File: src/rtl/maze_game_ctrl_if.sv
// Signal bundle between the maze game sequencer and its environment.
// The debouncers and the datapath sit on the slave side.
interface maze_game_ctrl_if;
    logic       start_btn;
    logic       map_btn;
    logic       suc;
    logic [6:0] step_cnt;
    logic       game_start;
    logic       map_sel;
    logic [4:0] time_sign;
    logic [1:0] state;
    logic [6:0] best_step;
    logic       tick;

    modport master (
        input  start_btn, map_btn, suc, step_cnt,
        output game_start, map_sel, time_sign, state, best_step, tick
    );

    modport slave (
        output start_btn, map_btn, suc, step_cnt,
        input  game_start, map_sel, time_sign, state, best_step, tick
    );
endinterface

File: src/rtl/maze_game_ctrl.sv
// Maze game sequencer: idle/play/win/lose flow, one-second countdown,
// map selection and per-map best-step records.
module maze_game_ctrl #(
    parameter int unsigned TICK_DIV   = 1000,
    parameter int unsigned TIME_LIMIT = 30
) (
    input logic             clk,
    input logic             rst,
    maze_game_ctrl_if.master bus
);

    localparam int unsigned PW       = (TICK_DIV > 1) ? $clog2(TICK_DIV) : 1;
    localparam logic [PW-1:0] PresMax = PW'(TICK_DIV - 1);
    localparam logic [4:0]   TimeInit = 5'(TIME_LIMIT);
    localparam logic [6:0]   NoRecord = 7'h7F;

    localparam logic [1:0] StIdle = 2'b00;
    localparam logic [1:0] StPlay = 2'b01;
    localparam logic [1:0] StWin  = 2'b10;
    localparam logic [1:0] StLose = 2'b11;

    logic [1:0]      state_q, state_d;
    logic            map_q, map_d;
    logic [4:0]      time_q, time_d;
    logic [PW-1:0]   pres_q, pres_d;
    logic            gs_q, gs_d;
    logic            tick_q, tick_d;
    logic [1:0][6:0] best_q, best_d;
    logic            last_tick;

    assign last_tick = (pres_q == PresMax);

    always_comb begin
        state_d = state_q;
        map_d   = map_q;
        time_d  = time_q;
        pres_d  = pres_q;
        gs_d    = 1'b0;
        tick_d  = 1'b0;
        best_d  = best_q;
        unique case (state_q)
            StIdle: begin
                pres_d = '0;
                if (bus.start_btn) begin
                    state_d = StPlay;
                    gs_d    = 1'b1;
                    time_d  = TimeInit;
                end else if (bus.map_btn) begin
                    map_d = ~map_q;
                end
            end
            StPlay: begin
                if (bus.start_btn) begin
                    gs_d   = 1'b1;
                    time_d = TimeInit;
                    pres_d = '0;
                end else if (bus.suc) begin
                    // A win beats a coinciding final tick: no decrement, no tick pulse.
                    state_d = StWin;
                    if (bus.step_cnt < best_q[map_q]) begin
                        best_d[map_q] = bus.step_cnt;
                    end
                end else begin
                    pres_d = last_tick ? '0 : pres_q + 1'b1;
                    if (last_tick) begin
                        tick_d = 1'b1;
                        if (time_q <= 5'd1) begin
                            time_d  = 5'd0;
                            state_d = StLose;
                        end else begin
                            time_d = time_q - 5'd1;
                        end
                    end
                end
            end
            StWin, StLose: begin
                if (bus.start_btn) begin
                    state_d = StIdle;
                    time_d  = TimeInit;
                end
            end
            default: state_d = StIdle;
        endcase
    end

    always_ff @(posedge clk or negedge rst) begin
        if (!rst) begin
            state_q <= StIdle;
            map_q   <= 1'b0;
            time_q  <= TimeInit;
            pres_q  <= '0;
            gs_q    <= 1'b0;
            tick_q  <= 1'b0;
            best_q  <= {NoRecord, NoRecord};
        end else begin
            state_q <= state_d;
            map_q   <= map_d;
            time_q  <= time_d;
            pres_q  <= pres_d;
            gs_q    <= gs_d;
            tick_q  <= tick_d;
            best_q  <= best_d;
        end
    end

    assign bus.state      = state_q;
    assign bus.map_sel    = map_q;
    assign bus.time_sign  = time_q;
    assign bus.game_start = gs_q;
    assign bus.tick       = tick_q;
    assign bus.best_step  = best_q[map_q];

endmodule

File: src/flat_wrapper.sv
// flat-port wrapper written by rule: the top's interface ports become plain ports
module maze_game_ctrl_flat 
#(
    parameter int unsigned TICK_DIV   = 1000,
    parameter int unsigned TIME_LIMIT = 30
)
  (clk, rst, bus_start_btn, bus_map_btn, bus_suc, bus_step_cnt, bus_game_start, bus_map_sel, bus_time_sign, bus_state, bus_best_step, bus_tick);
  maze_game_ctrl_if bus_i ();
  input logic clk;
  input logic rst;
  input wire logic [$bits(bus_i.start_btn)-1:0] bus_start_btn;
  input wire logic [$bits(bus_i.map_btn)-1:0] bus_map_btn;
  input wire logic [$bits(bus_i.suc)-1:0] bus_suc;
  input wire logic [$bits(bus_i.step_cnt)-1:0] bus_step_cnt;
  output wire logic [$bits(bus_i.game_start)-1:0] bus_game_start;
  output wire logic [$bits(bus_i.map_sel)-1:0] bus_map_sel;
  output wire logic [$bits(bus_i.time_sign)-1:0] bus_time_sign;
  output wire logic [$bits(bus_i.state)-1:0] bus_state;
  output wire logic [$bits(bus_i.best_step)-1:0] bus_best_step;
  output wire logic [$bits(bus_i.tick)-1:0] bus_tick;
  assign bus_i.start_btn = bus_start_btn;
  assign bus_i.map_btn = bus_map_btn;
  assign bus_i.suc = bus_suc;
  assign bus_i.step_cnt = bus_step_cnt;
  assign bus_game_start = bus_i.game_start;
  assign bus_map_sel = bus_i.map_sel;
  assign bus_time_sign = bus_i.time_sign;
  assign bus_state = bus_i.state;
  assign bus_best_step = bus_i.best_step;
  assign bus_tick = bus_i.tick;
  maze_game_ctrl #(.TICK_DIV(TICK_DIV), .TIME_LIMIT(TIME_LIMIT)) u_core (.clk(clk), .rst(rst), .bus(bus_i));
endmodule
File: config.mk
export PLATFORM = sky130hd
export DESIGN_NAME = maze_game_ctrl_flat
export DESIGN_NICKNAME = d
export VERILOG_FILES = /design/src/rtl/maze_game_ctrl_if.sv /design/src/rtl/maze_game_ctrl.sv /design/src/flat_wrapper.sv
export SDC_FILE = /design/constraint.sdc
export NUM_CORES = 1
export LEC_CHECK = 0
export ABC_AREA = 1
export BUFFER_PORTS_ARGS = -buffer_cell sky130_fd_sc_hd__clkbuf_2
export CORE_MARGIN = 8
export CORE_UTILIZATION = 28
export CTS_BUF_LIST = sky130_fd_sc_hd__clkbuf_8
export CTS_CLUSTER_DIAMETER = 60
export DETAILED_ROUTE_END_ITERATION = 10
export HOLD_SLACK_MARGIN = 0.15
export PLACE_DENSITY_LB_ADDON = 0.1
export SKIP_CTS_REPAIR_TIMING = 1
export SLEW_MARGIN = 20
export SYNTH_ARGS = -nofsm -noshare
export SYNTH_HDL_FRONTEND = slang
export SYNTH_SLANG_ARGS = --single-unit
File: constraint.sdc
create_clock -name clk -period 2.8 [get_ports clk]
set_clock_uncertainty 0.1 [all_clocks]
set_input_delay 0.56 -clock clk [delete_from_list [all_inputs] [get_ports clk]]
set_output_delay 0.56 -clock clk [all_outputs]
set_load 0.02 [all_outputs]
# [Word level (Yosys, flattened, before mapping)]
# Index checks and enable logic that the tools add are counted.
# Widths: inputs -> output; s select.
[word_totals] latch_bits=0 memories=0 mem_bits_ro=0 register_bits=34 output_inout_bits=17 ram_bits=0 in_bits=12 word_cells=67
[classes] reduce_logical=11 shifts=0 addsub=2 n_bitwise=2 div_mod_pow=0 muxes=28 mul=0 n_eq_ne=12 order_cmp=4
[ops] operator="$mux 10" count=3
[ops] operator="$mux 5" count=5
[ops] operator="$mux 7" count=3
[ops] operator="$pmux 10 s2" count=1
[ops] operator="$bwmux 14" count=1
[ops] operator="$mux 2" count=6
[ops] operator="$add 10x1->10 const B" count=1
[ops] operator="$eq 10x10->1 const B" count=1
[ops] operator="$pmux 5 s2" count=1
[ops] operator="$ne 3x2->1 const B" count=3
[ops] operator="$demux 7 s1" count=1
[ops] operator="$lt 7x7->1" count=1
[ops] operator="$mux 1" count=6
[ops] operator="$ne 2x2->1 const B" count=3
[ops] operator="$pmux 2 s3" count=1
[ops] operator="$reduce_and 3->1" count=2
[ops] operator="$le 5x1->1 const B" count=1
[ops] operator="$reduce_and 5->1" count=1
[ops] operator="$sub 5x1->5 const B" count=1
[ops] operator="$eq 2x2->1 const B" count=2
[ops] operator="$reduce_and 4->1" count=1
[ops] operator="$reduce_or 2->1" count=2
[ops] operator="$ne 3x3->1 const B" count=1
[ops] operator="$reduce_or 3->1" count=1
[ops] operator="9 further kinds" count=10

# [Logic depth before layout (Yosys ltp)]
[depth] depth_word=6 depth_mapped=14 mapped_depth_nobuf=14

# [Least setup slack after synthesis]
# OpenSTA, ideal clock, no wires.
[synth_path] kind="reg-to-reg" startpoint="register u_core.map_q (netlist: u_core.bus.map_sel)" endpoint="register u_core.best_q[10] (netlist bit)" synth_period_minus_slack_ps=2234 required_ps=2639 setup_time_ps=61 arrival_time_ps=2073 setup_slack_ps=566 path_stages_with_launch=12 n_path_buf=2 path_cell_list="dfrtp_1 -> inv_2 -> buf_2 -> or2_2 -> o21ai_0 -> ha_1 -> a21oi_1 -> nand2_1 -> nand2_1 -> buf_2 -> nand4_1 -> nand2_1"
[synth_between] elab_chain_len=5 elab_cells_between_ends=10 classes_between="order compare: 3; mux: 5; reduce/logical: 2"
[synth_lines] element="start, declared" line="maze_game_ctrl.sv:23" source="logic map_q, map_d;"
[synth_lines] element="start signal, assigned" line="maze_game_ctrl.sv:97" source="map_q <= map_d;"
[synth_lines] element="branches (longest 5 deep; another with $lt 7x7->1)"
[synth_lines] element="end signal, assigned" line="maze_game_ctrl.sv:94" source="best_q <= {NoRecord, NoRecord};"
[synth_lines] element="end signal, assigned" line="maze_game_ctrl.sv:102" source="best_q <= best_d;"
[synth_lines] element="end, declared" line="maze_game_ctrl.sv:28" source="logic [1:0][6:0] best_q, best_d;"
# Several ways; the timed one is not identified. The select of a mux whose other input is x is not followed.
# A chain may end at the register's enable or synchronous reset.

# [Worst setup path after layout]
[layout_path] startpoint="register u_core.map_q (netlist: u_core.bus.map_sel)" endpoint="register u_core.best_q[5] (netlist bit)"
# The elaborated chain is that of the path after synthesis.

==> results.cfg <==
[global_routing]
grt_first_pass_wirelength_um = 8310
antenna_found_initial = 0
grt_usage_pct = 10.5
gr-total-overflow = 0
grt_pass1_vias = 1715
grt_start_max_net_pins = 35

[timing]
final_max_slew_viol_count = 0
finalHoldViolCount = 0
relSlewSlack_pct = 42.6
worstMarginPinSlew_ns = 0.861
rsz0062_at_grt = false
finalCriticalPeriod_ns = 2.37
setup_tns_ns = 0
final-setup-viol-count = 0
max_freq_mhz = 422
min_period_over_period_pct = 84.6

[clocking]
clkLatencyLatePin_ns = 0.29
root_buffer = clkbuf_8
clkTransAtPathRegs_ns = 0.07
clkSinkCount = 34
htree_levels = 2
clk_path_buf_depth = 2
cts_tree = yes
cts_buffers = 5

[worst_setup_path]
slowest_delay_ns = 0.42
path_common_cell = nand2_1
reg2reg_from = u_core.bus.map_sel
startpoint_type = flip-flop
cp.depth = 8
path_class = flip-flop to flip-flop
cpLargestDelayFamily = simple AND/OR/NAND/NOR gates
path_cells = inv_2, or2_2, o21ai_0, ha_1, a211oi_4, nand3_1, nand2_1, nand2_1
cp_slowest_cell = a211oi_4
cp.arrival_ns = 2.48
r2r_cells = 8
ff2ff_setup_slack_ns = 0.43
cp_max_fo = 16
crit_required_ns = 2.92
reg2reg_to = u_core.best_q[5]
critical_path_buf_inv_count = 1
cp-end-kind = flip-flop

[power_and_ir_drop]
power_density_mw_per_mm2 = 878
peakVddDrop_uv = 237
power_leakage_nw = 1.15

[layout]
syn2layout_area_growth_pct = 17.4
postLayoutCoreUtil_pct = 33.6
multiInputGateArea_um2 = 880
drive_gt1_share_pct = 25.3
num_antenna_cells = 0
layout.nets = 297
stdcell_area_mm2 = 0.00224
final_common_cell = nand2_1
seqCellArea_um2 = 873
fin_cells = 357
mostFrequentLayoutCells = nand2_1 (65), inv_1 (34), clkbuf_2 (28)
fill_cells = 760

[logic_synthesis]
synth_edf_count = 0
syn_area_mm2 = 0.00191
ys.warnings.count = 0
ys_ff_latch = 34
synthFlopType = dfstp_2
async_flop_share_pct = 100
seq_area_frac_synth_pct = 45.7
ys_types = 24
syn_area_per_cell_um2 = 7.89
syn_nets = 263
syn_inst = 242

[route]
ant_nets = 0
drc = 0
first_iter_violations = 82
viasPerCell = 4.55
routed_wirelength_um = 4560
first_pass_iters = 4
wl_per_cell_um = 12.8
vias = 1626

[floorplanning]
die_y_um = 98.6
die_w_um = 98.6
initial_utilization_pct = 28.6
ios = 29
coreArea_mm2 = 0.00668
dieArea_mm2 = 0.00972
std_cell_rows = 30

[run_status]
status = finished, final reports clean

[placed_design]
post-place-cells = 349
placed_area_mm2 = 0.00215
place_congestion = 0.799
port_buffers = 28
post-dp-hpwl_um = 3390

[flow_run]
cap_violations = 0

[hold_path]
hold_path_class = input pin to asynchronous set/reset pin
==> report_power, final <==
group          total, mW  internal, mW  switching, mW
combinational      0.869         0.300          0.569
clock              0.375         0.195          0.181
sequential         0.725         0.665         0.0601
total               1.97          1.16          0.810
==> per-stage QoR <==
stage | worst slack, ns | total power [mW] | hold slack [ns]
2_1_floorplan | 0.566 | 1.35 | 0.164
3_3_place_gp | 0.470 | 1.62 | 0.354
3_5_place_dp | 0.444 | 1.62 | 0.353
4_1_cts | 0.424 | 2.01 | 0.308
5_1_grt | 0.157 | 2.17 | 0.351
6_report | 0.431 | 1.97 | 0.283
==> how the worst max path moves through the flow <==
stage	start	end
3_5_place_dp	u_core.bus.map_sel	u_core.best_q[5]
3_3_place_gp	u_core.bus.map_sel	u_core.best_q[1]
2_1_floorplan	u_core.bus.map_sel	u_core.best_q[10]
6_report	u_core.bus.map_sel	u_core.best_q[5]
5_1_grt	u_core.bus.map_sel	u_core.best_q[5]
4_1_cts	u_core.bus.map_sel	u_core.best_q[5]
==> Yosys cell counts, drive strengths merged, types with 2 or more instances <==
| cell | n | area, um^2 |
|---|---|---|
| o21ai | 22 | 110 |
| dfstp | 18 | 473 |
| nor2 | 17 | 71.3 |
| nand3 | 7 | 35.0 |
| nand2 | 66 | 250 |
| inv | 36 | 135 |
| buf | 4 | 22.5 |
| xor2 | 2 | 17.5 |
| a21oi | 11 | 55.1 |
| nor3 | 5 | 25.0 |
| or2 | 7 | 43.8 |
| dfrtp | 16 | 400 |
| ha | 9 | 113 |
| nand4 | 16 | 100 |
==> cell families (layout without fill, tap and decap cells) <==
| family | Yosys count | in the layout | synth area share, % |
|---|---|---|---|
| and+or+nand+nor | 120 | 120 | 28.2 |
| buffers and inverters | 40 | 75 | 8.25 |
| AOI/OAI and AO/OA | 36 | 36 | 10.5 |
| DFF | 34 | 34 | 45.7 |
| adders and majority gates | 9 | 9 | 5.89 |
| xor gates and xnor gates | 3 | 3 | 1.38 |
==> state kept, by name, indices dropped and copies added, names as in the netlist <==
signal / count
u_core.bus.time_sign: 5
u_core.pres_q: 10
u_core.best_q: 14
u_core.bus.tick: 1
u_core.bus.map_sel: 1
u_core.bus.game_start: 1
u_core.bus.state: 2
==> routing by layer <==
layer | up-vias | track usage, % | routed length (um)
met5 | - | 0 | 0
met4 | 0 | 3.90 | 44
met3 | 4 | 3.59 | 250
met2 | 30 | 16.8 | 2080
met1 | 743 | 12.6 | 2180
li1 | 849 | - | -
==> area by class of cell <==
| type | count | area share (%) |
|---|---|---|
| Clock inverter | 2 | 0.391 |
| Tap cell | 80 | 4.46 |
| Clock buffer | 6 | 3.68 |
| Multi-Input combinational cell | 168 | 39.2 |
| Sequential cell | 34 | 39.0 |
| Inverter | 36 | 6.03 |
| Timing Repair Buffer | 31 | 7.25 |
No activity file was read; power rests on OpenSTA's default activity.
